[config.mk]
export PLATFORM = sky130hd
export DESIGN_NAME = input_split_ctrl_flat
export DESIGN_NICKNAME = d
export VERILOG_FILES = /design/src/rtl/input_split_ctrl_if.sv /design/src/rtl/input_split_ctrl.sv /design/src/flat_wrapper.sv
export SDC_FILE = /design/constraint.sdc
export NUM_CORES = 1
export LEC_CHECK = 0
export ABC_AREA = 0
export CORE_ASPECT_RATIO = 0.8
export CORE_MARGIN = 2
export CORE_UTILIZATION = 47
export CTS_CLUSTER_SIZE = 30
export DETAILED_ROUTE_END_ITERATION = 12
export HOLD_SLACK_MARGIN = 0.05
export PLACE_DENSITY = 0.78
export SYNTH_ARGS = -nofsm -noshare
export SYNTH_HDL_FRONTEND = slang
export SYNTH_SLANG_ARGS = --single-unit
[constraint.sdc]
create_clock -name clk -period 2.53 [get_ports clk]
set_clock_uncertainty 0.05 [all_clocks]
set_input_delay 0.759 -clock clk [delete_from_list [all_inputs] [get_ports clk]]
set_output_delay 0.759 -clock clk [all_outputs]
set_load 0.03 [all_outputs]
[src/rtl/input_split_ctrl_if.sv]
// input_split_ctrl_if -- handshake bundle for the two-way packet splitter.
//   in_*    : upstream packet stream (valid/ready)
//   out1_*  : branch 1 packet stream (valid/ready)
//   out2_*  : branch 2 packet stream (valid/ready)
//   cnt1/2  : packets delivered per branch (mod 256)
//   busy    : splitter buffer holds at least one packet
// master = the environment (packet source / sinks), slave = the splitter.
interface input_split_ctrl_if #(
  parameter int WIDTH_packet = 14
);
  logic [WIDTH_packet-1:0] in_data;
  logic                    in_valid;
  logic                    in_ready;
  logic [WIDTH_packet-1:0] out1_data;
  logic                    out1_valid;
  logic                    out1_ready;
  logic [WIDTH_packet-1:0] out2_data;
  logic                    out2_valid;
  logic                    out2_ready;
  logic [7:0]              cnt1;
  logic [7:0]              cnt2;
  logic                    busy;

  modport master (
    output in_data, in_valid, out1_ready, out2_ready,
    input  in_ready, out1_data, out1_valid, out2_data, out2_valid,
           cnt1, cnt2, busy
  );

  modport slave (
    input  in_data, in_valid, out1_ready, out2_ready,
    output in_ready, out1_data, out1_valid, out2_data, out2_valid,
           cnt1, cnt2, busy
  );
endinterface

[src/rtl/input_split_ctrl.sv]
// input_split_ctrl -- buffers incoming packets in a small FIFO and steers the
// head packet to one of two branches based on its destination address.
//   clk   : single clock, rising edge
//   rst_n : asynchronous active-low reset
//   bus   : slave side of input_split_ctrl_if (in/out1/out2 handshakes,
//           per-branch delivery counters, busy flag)
// Routing: sel = |(addr & MASK); sel=0 -> out1, sel=1 -> out2. The FIFO is
// strictly ordered, so a stalled head blocks packets for either branch.
// DEPTH must be 2 or 4.
module input_split_ctrl #(
  parameter logic [2:0] MASK         = 3'b001,
  parameter int         WIDTH_packet = 14,
  parameter int         DEPTH        = 2
) (
  input  logic            clk,
  input  logic            rst_n,
  input_split_ctrl_if.slave bus
);

  localparam int PTR_W = (DEPTH > 2) ? 2 : 1;
  localparam int OCC_W = PTR_W + 1;
  localparam logic [OCC_W-1:0] DEPTH_C = OCC_W'(DEPTH);
  localparam logic [PTR_W-1:0] LAST_C  = PTR_W'(DEPTH - 1);

  typedef struct packed {
    logic [2:0]              addr;
    logic [WIDTH_packet-4:0] payload;
  } pkt_t;

  // Run-enable FSM: input acceptance opens one edge after reset release, so
  // in_ready comes purely from flops and never from in_valid or out ready.
  typedef enum logic {ST_HOLD, ST_RUN} state_t;
  state_t state, state_nxt;

  logic [WIDTH_packet-1:0] mem [DEPTH];
  logic [PTR_W-1:0]        wr_ptr, rd_ptr;
  logic [OCC_W-1:0]        occ;
  logic [7:0]              cnt1_q, cnt2_q;

  pkt_t head;
  logic empty, sel, run;
  logic push, pop1, pop2, pop;
  logic v1, v2, rdy;

  function automatic logic [PTR_W-1:0] ptr_inc(input logic [PTR_W-1:0] p);
    return (p == LAST_C) ? '0 : p + PTR_W'(1);
  endfunction

  // ---- state register / next-state ----
  always_ff @(posedge clk or negedge rst_n) begin
    if (!rst_n) state <= ST_HOLD;
    else        state <= state_nxt;
  end

  always_comb begin
    state_nxt = state;
    run       = 1'b0;
    case (state)
      ST_HOLD: state_nxt = ST_RUN;
      ST_RUN:  run       = 1'b1;
      default: state_nxt = ST_HOLD;
    endcase
  end

  // ---- head decode and handshakes ----
  assign head  = pkt_t'(mem[rd_ptr]);
  assign empty = (occ == '0);
  assign sel   = |(head.addr & MASK);
  assign v1    = !empty && !sel;
  assign v2    = !empty &&  sel;
  // Full blocks acceptance even if the head pops this same edge.
  assign rdy   = run && (occ < DEPTH_C);

  assign push = bus.in_valid && rdy;
  // Only the selected branch's ready can pop; the other is ignored.
  assign pop1 = v1 && bus.out1_ready;
  assign pop2 = v2 && bus.out2_ready;
  assign pop  = pop1 || pop2;

  // ---- storage ----
  // Entries are reset so both data outputs read zero while in reset.
  always_ff @(posedge clk or negedge rst_n) begin
    if (!rst_n) begin
      for (int i = 0; i < DEPTH; i++) mem[i] <= '0;
    end else if (push) begin
      mem[wr_ptr] <= bus.in_data;
    end
  end

  always_ff @(posedge clk or negedge rst_n) begin
    if (!rst_n) begin
      wr_ptr <= '0;
      rd_ptr <= '0;
      occ    <= '0;
    end else begin
      if (push) wr_ptr <= ptr_inc(wr_ptr);
      if (pop)  rd_ptr <= ptr_inc(rd_ptr);
      case ({push, pop})
        2'b10:   occ <= occ + OCC_W'(1);
        2'b01:   occ <= occ - OCC_W'(1);
        default: occ <= occ;
      endcase
    end
  end

  // ---- delivery counters (natural 8-bit wrap) ----
  always_ff @(posedge clk or negedge rst_n) begin
    if (!rst_n) begin
      cnt1_q <= '0;
      cnt2_q <= '0;
    end else begin
      if (pop1) cnt1_q <= cnt1_q + 8'd1;
      if (pop2) cnt2_q <= cnt2_q + 8'd1;
    end
  end

  // ---- outputs ----
  assign bus.in_ready   = rdy;
  assign bus.out1_valid = v1;
  assign bus.out2_valid = v2;
  assign bus.out1_data  = mem[rd_ptr];
  assign bus.out2_data  = mem[rd_ptr];
  assign bus.cnt1       = cnt1_q;
  assign bus.cnt2       = cnt2_q;
  assign bus.busy       = !empty;

endmodule

[src/flat_wrapper.sv]
// flat-port wrapper written by rule: the top's interface ports become plain ports
module input_split_ctrl_flat 
#(
  parameter logic [2:0] MASK         = 3'b001,
  parameter int         WIDTH_packet = 14,
  parameter int         DEPTH        = 2
)
  (clk, rst_n, bus_in_data, bus_in_valid, bus_out1_ready, bus_out2_ready, bus_in_ready, bus_out1_data, bus_out1_valid, bus_out2_data, bus_out2_valid, bus_cnt1, bus_cnt2, bus_busy);
  input_split_ctrl_if #(.WIDTH_packet(WIDTH_packet)) bus_i ();
  input  logic clk;
  input  logic rst_n;
  input wire logic [$bits(bus_i.in_data)-1:0] bus_in_data;
  input wire logic [$bits(bus_i.in_valid)-1:0] bus_in_valid;
  input wire logic [$bits(bus_i.out1_ready)-1:0] bus_out1_ready;
  input wire logic [$bits(bus_i.out2_ready)-1:0] bus_out2_ready;
  output wire logic [$bits(bus_i.in_ready)-1:0] bus_in_ready;
  output wire logic [$bits(bus_i.out1_data)-1:0] bus_out1_data;
  output wire logic [$bits(bus_i.out1_valid)-1:0] bus_out1_valid;
  output wire logic [$bits(bus_i.out2_data)-1:0] bus_out2_data;
  output wire logic [$bits(bus_i.out2_valid)-1:0] bus_out2_valid;
  output wire logic [$bits(bus_i.cnt1)-1:0] bus_cnt1;
  output wire logic [$bits(bus_i.cnt2)-1:0] bus_cnt2;
  output wire logic [$bits(bus_i.busy)-1:0] bus_busy;
  assign bus_i.in_data = bus_in_data;
  assign bus_i.in_valid = bus_in_valid;
  assign bus_i.out1_ready = bus_out1_ready;
  assign bus_i.out2_ready = bus_out2_ready;
  assign bus_in_ready = bus_i.in_ready;
  assign bus_out1_data = bus_i.out1_data;
  assign bus_out1_valid = bus_i.out1_valid;
  assign bus_out2_data = bus_i.out2_data;
  assign bus_out2_valid = bus_i.out2_valid;
  assign bus_cnt1 = bus_i.cnt1;
  assign bus_cnt2 = bus_i.cnt2;
  assign bus_busy = bus_i.busy;
  input_split_ctrl #(.MASK(MASK), .WIDTH_packet(WIDTH_packet), .DEPTH(DEPTH)) u_core (.clk(clk), .rst_n(rst_n), .bus(bus_i));
endmodule
==> results of run 1 <==
==> area by class of cell <==
class	instances	area (µm²)
clock buffer	6	72.6
clock inverter	2	10.0
fill	404	1650
inverter	1	3.75
multi-input combinational	100	895
sequential	49	1230
tap	60	75.1
timing repair buffer	73	693
==> cell families (layout without fill, tap and decap cells) <==
family,Yosys count,in the layout,share of synthesized area [%]
compound gates,1,1,0.441
xor+xnor,19,19,7.34
fa+ha+maj,3,3,1.65
buf+inv,20,82,6.51
flops,49,49,54.1
mux,44,44,22.3
other cells,1,1,0.165
simple gates,32,32,7.50
==> per-stage QoR <==
step | util (%) | hold WS, ps | std cells | TNS [ps] | total power (µW)
after global placement | 63.4 | 407 | 283 | 0 | 4280
after CTS | 64.4 | 405 | 291 | 0 | 4520
after floorplan | - | 413 | 169 | 0 | 3440
final | 64.3 | 393 | 291 | 0 | 4470
after detailed placement | 63.4 | 409 | 283 | 0 | 4320
after global routing | 64.3 | 427 | 291 | -4.89 | 4770
==> state kept, by name, indices dropped and copies added (netlist names) <==
signal and flops:
u_core.bus.cnt1 8, u_core.occ 2, u_core.bus.cnt2 8, u_core.state 1, u_core.wr_ptr 1, u_core.mem 28
u_core.rd_ptr 1
==> Yosys cell counts, drive strengths merged <==
cell type	count	area [µm²]
mux2i	1	22.5
nand4	5	31.3
o211a	1	10.0
xnor2	10	87.6
or2	2	15.0
nand2	9	33.8
clkbuf	1	3.75
buf	18	140
and2	2	12.5
mux2	43	484
conb	1	3.75
nor2	6	25.0
nand3	1	5.00
nor2b	1	6.26
dfrtp	49	1230
inv	1	3.75
and3	5	36.3
nor3	1	5.00
xor2	9	78.8
ha	3	37.5
==> report_power, final <==
| part | internal [µW] | total, µW | switching, µW |
|---|---|---|---|
| Clock | 192 | 443 | 251 |
| Sequential | 1130 | 1380 | 249 |
| Combinational | 1120 | 2640 | 1520 |
==> layer usage <==
| metal | share of wire (%) | track usage, % | vias to the layer above |
|---|---|---|---|
| met3 | 7.6 | 5.33 | 5 |
| met2 | 42 | 25.7 | 50 |
| met4 | 1.2 | 5.63 | 0 |
| met1 | 50 | 25.2 | 681 |
| li1 | - | - | 681 |
| met5 | 0 | 0 | - |
==> critical path: stages, from the launching register on <==
cell	delay, ps
dfrtp_1	430
buf_4	210
mux2_2	370
dlygate4sd2_1	360
==> worst paths after layout <==
| path | endpoint | slack (ps) | cells past startpoint |
|---|---|---|---|
| worst max-delay path | bus_out2_data[8] | 50 | 3 |
| worst min-delay path | u_core.bus.cnt1[1]$_DFFE_PN0P_ | 390 | 1 |
| worst max register to register | u_core.occ[1]$_DFFE_PN0P_ | 560 | 7 |
| worst min register to register | u_core.bus.cnt1[7]$_DFFE_PN0P_ | 420 | 1 |
| max in group asynchronous | u_core.mem[21]$_DFFE_PN0P_ | 1500 | 2 |
| min in group clk | u_core.bus.cnt1[7]$_DFFE_PN0P_ | 420 | 1 |
==> what timing repair did <==
action,4_1_cts,5_1_grt
endpoints found under the setup margin,29,7
setup buffers,0,0
gates resized for setup,29,7
hold buffers,0,0
pin swaps,0,0
==> metrics.log, run 1 <==
[metrics] highest-count cells in the layout ignoring fill and taps: dfrtp_1 (49), mux2_2 (43), clkdlybuf4s50_1 (33)
[metrics] Worst Tran Pin Value: 574 ps
[metrics] die width: 81.7 µm
[metrics] cell count after synthesis: 169
[metrics] first-iteration detailed-routing DRC count: 74
[metrics] Detailed Place HPWL: 2960 µm
[metrics] flip-flop and latch count after synthesis: 49
[metrics] post-CTS clock slew at the launch and capture registers of the worst setup and hold paths: 80 ps
[metrics] critical path data arrival time: 1670 ps
[metrics] via count of the first global-routing pass: 1,470
[metrics] Placer Congestion: 0.711
[metrics] area of all placed cells without fillers: 2980 µm²
[metrics] fin. max-slew vios: 0
[metrics] final worst path period need: 2480 ps
[metrics] TritonCTS Buffers: 5
[metrics] Remaining Overflow, GRT: 0
[metrics] Post-Synthesis Mean Instance Area: 13.4 µm²
[metrics] antenna diode instance count: 0
[metrics] count of yosys warnings during synthesis: 0
[metrics] clock sinks: 49
[metrics] starting density of the core: 49.1%
[metrics] drt pass-1 iters: 4
[metrics] PnR worst setup slack: 47.2 ps
[metrics] Post-Syn Nets: 191
[metrics] period utilisation layout: 98.1%
[metrics] number of top-level pins: 67
[metrics] area delta synth->final: 31.2%
[metrics] total setup violations reported at the end of the flow: 0
[metrics] aggregate routed wire length: 4170 µm
[metrics] normalized max-slew margin: 61.7%
[metrics] leakage power summed over all cells: 0.00138 µW
[metrics] initial antenna violation count: 0
[metrics] pin count of the biggest net entering global routing: 27
[metrics] Crit Path Max Fanout: 8
[metrics] clock tree from TritonCTS: done
[metrics] Buffers on Ports: 66
[metrics] worst hold path class: in2async
[metrics] layout net count: 252
[metrics] root buffer cell: clkbuf_8
[metrics] buffer levels on the longest clock path: 2
[metrics] worst setup slack before clock tree synthesis: 128 ps
[metrics] placed instance area: 2930 µm²
[metrics] clock latency reported for the late side of the worst-skew pair: 300 ps
[metrics] cell area after technology mapping: 2270 µm²
[metrics] vias post-DR: 1,417
[metrics] startpoint of the most critical setup path: u_core.rd_ptr$_DFFE_PN0N_
[metrics] total number of H-tree levels: 2
[metrics] startpoint of the worst-slack reg-to-reg timing path: u_core.rd_ptr$_DFFE_PN0N_
[metrics] top achievable clock speed: 403 MHz
[metrics] count of unresolved DRC violations after routing: 0
[metrics] share of the yosys chip area belonging to registers: 54.1%
[metrics] fraction of final layout cells with drive strength greater than 1: 29.0%
[metrics] PD cells: 1500 nW/µm²
[metrics] Via-to-Cell Ratio: 4.87
[metrics] count of different cell masters after synthesis: 25
[metrics] RSZ-0062 raised after global routing: yes
[metrics] crit end category: primary output
[metrics] Die ar.: 5400 µm²
[metrics] Site Rows: 22
[metrics] residual antenna-violating net count after detailed routing: 0
[metrics] startpoint class of the critical path: flip-flop
[metrics] Maximum Capacitance Violations: 0
[metrics] Critical Path RT: 1720 ps
[metrics] all-layer global routing usage: 17.6%
[metrics] global-route wire length before repair: 7110 µm
[metrics] final count of hold timing violations: 0
[metrics] height of the chip: 66.1 µm
[metrics] worst vdd rail ir drop: 0.863 mV
[metrics] kind of critical path: reg2out
[metrics] Core Box Area: 4620 µm²
[metrics] most common cell after layout, fill and taps aside: dfrtp_1
[metrics] result of the run: finished clean
[metrics] drt wl/cell: 14.3 µm
(Power assumes the default switching activity.)
==> inputs of run 2 (changes only) <==
- CTS_CLUSTER_SIZE: 30 -> 20
- SETUP_SLACK_MARGIN: default -> 0.4
==> run 2 against run 1 <==
  * Global-route usage down 0.22 points
  * Sequential cell count did not move
  * Critical path type unchanged
  * Sequential share of layout area down 1.4 points
  * Utilization rose by 2.3 points
  * Worst setup slack better by 250 ps
  * Critical endpoint is now bus_out1_data[4]
  * Largest cell class unchanged
  * Count of clock-buffer cells in the layout fell by 1
==> metrics.log, run 2 (synthesized netlist as in run 1, its figures left out) <==
[metrics] die width: 81.7 µm
[metrics] Worst path slowest cell: dfrtp_2
[metrics] first-iteration detailed-routing DRC count: 82
[metrics] starting density of the core: 49.1%
[metrics] period utilisation layout: 88.4%
[metrics] worst hold path class: reg2reg
[metrics] Site Rows: 22
[metrics] Crit Path Max Fanout: 5
[metrics] result of the run: finished clean
[metrics] fraction of final layout cells with drive strength greater than 1: 46.9%
[metrics] global-route wire length before repair: 6900 µm
[metrics] total setup violations reported at the end of the flow: 0
[metrics] area delta synth->final: 35.9%
[metrics] count of unresolved DRC violations after routing: 0
[metrics] normalized max-slew margin: 59.8%
[metrics] TritonCTS Buffers: 5
[metrics] final count of hold timing violations: 0
[metrics] clock tree from TritonCTS: done
[metrics] library cell appearing most often on the critical path: buf_4
[metrics] Critical Path RT: 1720 ps
[metrics] Placer Congestion: 0.727
[metrics] post-cts hold buffer count: 0
[metrics] via count of the first global-routing pass: 1,421
[metrics] all-layer global routing usage: 17.4%
[metrics] clock latency reported for the late side of the worst-skew pair: 310 ps
[metrics] startpoint class of the critical path: flip-flop
[metrics] fin. max-slew vios: 0
[metrics] met3 global-route usage: 4.37%
[metrics] aggregate routed wire length: 4420 µm
[metrics] drt wl/cell: 14.8 µm
[metrics] buffer levels on the longest clock path: 2
[metrics] RSZ-0062 raised after global routing: yes
[metrics] highest-utilization routing layer at the global route stage: met2
[metrics] clock sinks: 49
[metrics] Worst Tran Pin Value: 604 ps
[metrics] Remaining Overflow, GRT: 0
[metrics] Via-to-Cell Ratio: 5.02
[metrics] number of flip-flops in the largest register: 28
[metrics] dpl cells: 283
[metrics] vias post-DR: 1,501
[metrics] total number of H-tree levels: 2
[metrics] drt pass-1 iters: 4
[metrics] Die ar.: 5400 µm²
[metrics] residual antenna-violating net count after detailed routing: 0
[metrics] number of top-level pins: 67
[metrics] register with the highest flop count: u_core.mem
[metrics] non-filler cells, final: 299
[metrics] post-CTS clock slew at the launch and capture registers of the worst setup and hold paths: 90 ps
[metrics] most common cell after layout, fill and taps aside: dfrtp_1
[metrics] Maximum Capacitance Violations: 0
[metrics] initial antenna violation count: 0
[metrics] layout net count: 260
[metrics] Buffers on Ports: 66
[metrics] met2 usage: 28.7%
[metrics] Detailed Place HPWL: 2960 µm
[metrics] highest-count cells in the layout ignoring fill and taps: dfrtp_1 (48), mux2_2 (40), buf_4 (27)
[metrics] crit end category: primary output
[metrics] series of cell instances along the critical path: buf_4 > mux2_2 > buf_4
[metrics] kind of critical path: reg2out
[metrics] antenna diode instance count: 0
[metrics] height of the chip: 66.1 µm
[metrics] Total Negative Setup Slacks: 0 ps
[metrics] critical path data arrival time: 1430 ps
[metrics] root buffer cell: clkbuf_8
[metrics] final worst path period need: 2240 ps
[metrics] Core Box Area: 4620 µm²
[metrics] top achievable clock speed: 447 MHz
[metrics] delay of the slowest cell on the worst path: 440 ps
[metrics] pin count of the biggest net entering global routing: 50
[metrics] global-route met1 utilization: 22.0%
==> run 2: worst max-delay path, delay by kind of cell (launching register included) <==
kind / cells / cell delay, ps
muxes: 1 / 360
DFF: 1 / 440
buffers and inverters: 2 / 330
==> run 2: repair_timing <==
action,in CTS,in global routing
pin swaps,2,5
endpoints found under the setup margin,48,32
buffers inserted,5,3
gates resized for setup,189,40
==> run 2: cell type report <==
type	count	area, µm²
fillers	368	1540
multi-input cells	100	941
well taps	60	75.1
clock inverters	3	46.3
inverters	1	3.75
clock buffers	5	68.8
flip-flops and latches	49	1230
repair buffers	81	721
==> run 2: path summary, 6_finish.rpt <==
| kind | startpoint | endpoint | slack (ps) | depth (start not counted) |
|---|---|---|---|---|
| max | u_core.rd_ptr$_DFFE_PN0N_ | bus_out1_data[4] | 290 | 3 |
| max reg2reg | u_core.rd_ptr$_DFFE_PN0N_ | u_core.occ[1]$_DFFE_PN0P_ | 350 | 10 |
| min | u_core.bus.cnt2[7]$_DFFE_PN0P_ | u_core.bus.cnt2[7]$_DFFE_PN0P_ | 420 | 1 |
| min in group asynchronous | rst_n | u_core.bus.cnt1[4]$_DFFE_PN0P_ | 480 | 2 |
| min reg2reg | u_core.bus.cnt2[7]$_DFFE_PN0P_ | u_core.bus.cnt2[7]$_DFFE_PN0P_ | 420 | 1 |
| max in group asynchronous | rst_n | u_core.rd_ptr$_DFFE_PN0N_ | 1510 | 2 |
==> run 2: per-layer routing <==
metal | wire length [µm] | vias up
li1 | - | 698
met1 | 1920 | 746
met2 | 2130 | 49
met3 | 302 | 8
met4 | 69 | 0
met5 | 0 | -
==> run 2: stage by stage <==
step | instance area [µm²] | hold slack, ps | setup slack (ps) | utilization (%)
detailed placement | 2920 | 417 | 121 | 63.1
floorplan | 2270 | 413 | 422 | -
finish | 3080 | 423 | 294 | 66.7
CTS | 2970 | 430 | 243 | 64.1
global route | 3080 | 460 | 224 | 66.7
global placement | 2920 | 411 | 159 | 63.1
Power of run 2 is not shown: default switching activity piles up to over one toggle a cycle in this logic, so the estimate is an artifact.
==> edit: new RTL, flow settings as in run 1 <==
`WIDTH_packet` is set to 14 in 3 places; all go to 7.
--- a/src/rtl/input_split_ctrl_if.sv
+++ b/src/rtl/input_split_ctrl_if.sv
@@ -8,3 +8,3 @@
 interface input_split_ctrl_if #(
-  parameter int WIDTH_packet = 14
+  parameter int WIDTH_packet = 7
 );
--- a/src/rtl/input_split_ctrl.sv
+++ b/src/rtl/input_split_ctrl.sv
@@ -11,3 +11,3 @@
   parameter logic [2:0] MASK         = 3'b001,
-  parameter int         WIDTH_packet = 14,
+  parameter int         WIDTH_packet = 7,
   parameter int         DEPTH        = 2
--- a/src/flat_wrapper.sv
+++ b/src/flat_wrapper.sv
@@ -4,3 +4,3 @@
   parameter logic [2:0] MASK         = 3'b001,
-  parameter int         WIDTH_packet = 14,
+  parameter int         WIDTH_packet = 7,
   parameter int         DEPTH        = 2
Ports: changed (resized bus_in_data, bus_out1_data and bus_out2_data); port bits go from 67 to 46. The function was not compared with the original's and may differ.
==> edit against run 1 <==
Count of clock-buffer cells in the layout increased by 2. Sequential cell count down 14. Worst setup slack improved by 120 ps. Critical endpoint is now bus_out1_data[3]. Cell area shrank 26%. Routed wire length down 21%. Highest routed layer unchanged. Synthesized area decreased by 28%. Total power decreased by 26%.
==> edit: results (changes against run 1) <==
Status
  – Status: finished clean (unchanged)

Place
  – GPL Wtd Cong: 0.753 (was 0.711)
  – Dpl hpwl: 2.44 mm (was 2.96 mm)
  – IO buf count: 45 (was 66)
  – DP Cell Count: 208 (was 283)

Critical path
  – R2R cell count: 10 (was 7)
  – Crit. Startpoint: u_core.rd_ptr (unchanged)
  – CP Data Arrival Time: 1560 ps (was 1670 ps)
  – Max stage delay on crit path: 420 ps
  – R2R setup slack: 580 ps (was 560 ps)
  – CP endpoint: bus_out1_data[3] (was bus_out2_data[8])
  – Crit-path slowest cell: dfrtp_2 (was dfrtp_1)
  – CP Max Fanout: 4 (was 8)

CTS
  – Num CTS Buffers: 5 (unchanged)
  – Skew-Pair Late Insertion Delay: 280 ps (was 300 ps)
  – CTS H-tree depth: 2 (unchanged)
  – Clk slew on worst S/H paths: approximately 70 ps

Layout
  – Fin cells: 219 (was 291)
  – Layout fillers: 270 (was 404)
  – Nets@finish: 191 (was 252)
  – Max reg flops: 14 (was 28)
  – Share of layout cells above drive strength 1: 24.9% (was 29.0%)

Drt
  – DR WL met3: 126 µm (was 316 µm)
  – Routed met1 length: 1.46 mm (was 2.06 mm)
  – 1st-iter DRT viols: 44 (was 74)
  – WL per Instance: 15.0 µm (was 14.3 µm)
  – Met2 WL post-DR: 1.68 mm (was 1.74 mm)
  – First-pass DRT Iterations: 7 (was 4)
  – Via/cell ratio: 4.95 (was 4.87)

Global routing
  – GR Util All Layers: 18.4% (was 17.6%)
  – Largest net degree at the start of global routing: 36 (was 27)
  – Vias in the first global route: 1106 (was 1470)
  – Initial antenna violation count: 0 (unchanged)
  – First-pass GRT wire length: 5.50 mm (was 7.11 mm)

Logic synthesis
  – XOR/XNOR Fraction of Synth Area: 10.2% (was 7.34%)
  – Syn_nets: 141 (was 191)
  – Warnings from Yosys: 0 (unchanged)
  – Top cells by area, synth: dfrtp_1 54%, mux2_2 15%, xnor2_1 7.0%, buf_4 3.2%, xor2_1 3.2% (was dfrtp_1 54%, mux2_2 21%, buf_4 5.0%, xnor2_1 3.9%, xor2_1 3.5%)
  – Adder-Cell Fraction of Synth Area: 2.31% (was 1.65%)
  – Synth unique cells: 23 (was 25)
  – Seq/Total Area, Yosys: 53.8% (was 54.1%)
  – Synth Instances: 126 (was 169)
  – Mux share of post-synthesis cell area: 16.6% (was 22.3%)
  – Compound-Gate Fraction of Synth Area: 0.615% (was 0.441%)
  – Commonest cells post-synth: 35 x dfrtp_1, 22 x mux2_2, 13 x xnor2_1 (was 49 x dfrtp_1, 43 x mux2_2, 15 x buf_4)

Power and ir drop
  – Leakage: 0.986 nW (was 1.38 nW)
  – VDD IR max: 1060 µV (was 863 µV)

Job
  – Max_cap viols: 0 (unchanged)

Min path
  – HP Class: flop to flop (was input port to asynchronous set/reset pin)

STA
  – WHS: 415 ps (was 393 ps)
==> edit: cell count changes in the layout (fill, tap and decap cells not counted), moves of 3 or more <==
cell / change
mux2_2: -21
clkdlybuf4s50_1: -6
inv_1: +3
xnor2_1: +3
and3_1: -3
dfrtp_1: -15
xor2_1: -3
dlygate4sd2_1: -11
==> edit: critical path: cells and delay by family (launching register included) <==
kind                   cells  cell delay (ps)
DFF                        1              420
buffers and inverters      2              510
muxes                      1              340
==> edit: worst min-delay path by stage <==
stage / endpoint / cells after the start
after CTS: u_core.bus.cnt2[7] / 1
after detailed placement: u_core.bus.cnt2[7] / 1
after global routing: u_core.bus.cnt2[7] / 1
final: u_core.bus.cnt2[7] / 1
after global placement: u_core.bus.cnt2[7] / 1
after floorplan: u_core.bus.cnt1[0] / 0
==> edit: where the power goes <==
| group | internal, mW | switching (mW) | total [mW] |
|---|---|---|---|
| Combinational | 0.779 | 1.06 | 1.83 |
| Sequential | 0.798 | 0.210 | 1.01 |
| Clock | 0.248 | 0.194 | 0.442 |
==> edit: what timing repair did <==
item,4_1_cts,5_1_grt
resized for setup,16,1
setup endpoints to repair,16,2
buffers inserted,0,3
==> edit: routing by layer <==
layer,vias up,GRT usage [%]
li1,517,-
met1,539,23.1
met2,24,31.0
met3,3,6.10
met4,0,4.12
met5,-,0
==> edit: per-stage QoR <==
| stage | setup WS [ps] | cell area [µm²] |
|---|---|---|
| floorplan | 389 | 1630 |
| global placement | 104 | 2080 |
| detailed placement | 77.8 | 2080 |
| CTS | 51.4 | 2170 |
| global route | 77.5 | 2190 |
| finish | 165 | 2190 |
==> edit: logic make-up (layout without fill, tap and decap cells) <==
group                      count (synthesis)  after routing
buffers and inverters                     12             63
other                                      1              1
xor gates and xnor gates                  19             19
muxes                                     23             23
AOI/OAI and AO/OA                          2              2
DFF                                       35             35
adders and majority gates                  3              3
and+or+nand+nor                           31             31
==> edit: layout make-up <==
cell class	instances	area share, %
inverter	4	0.685
multi-input combinational	79	30.7
timing repair buffer	51	21.6
clock buffer	8	4.57
tap	42	2.40
sequential	35	40.0
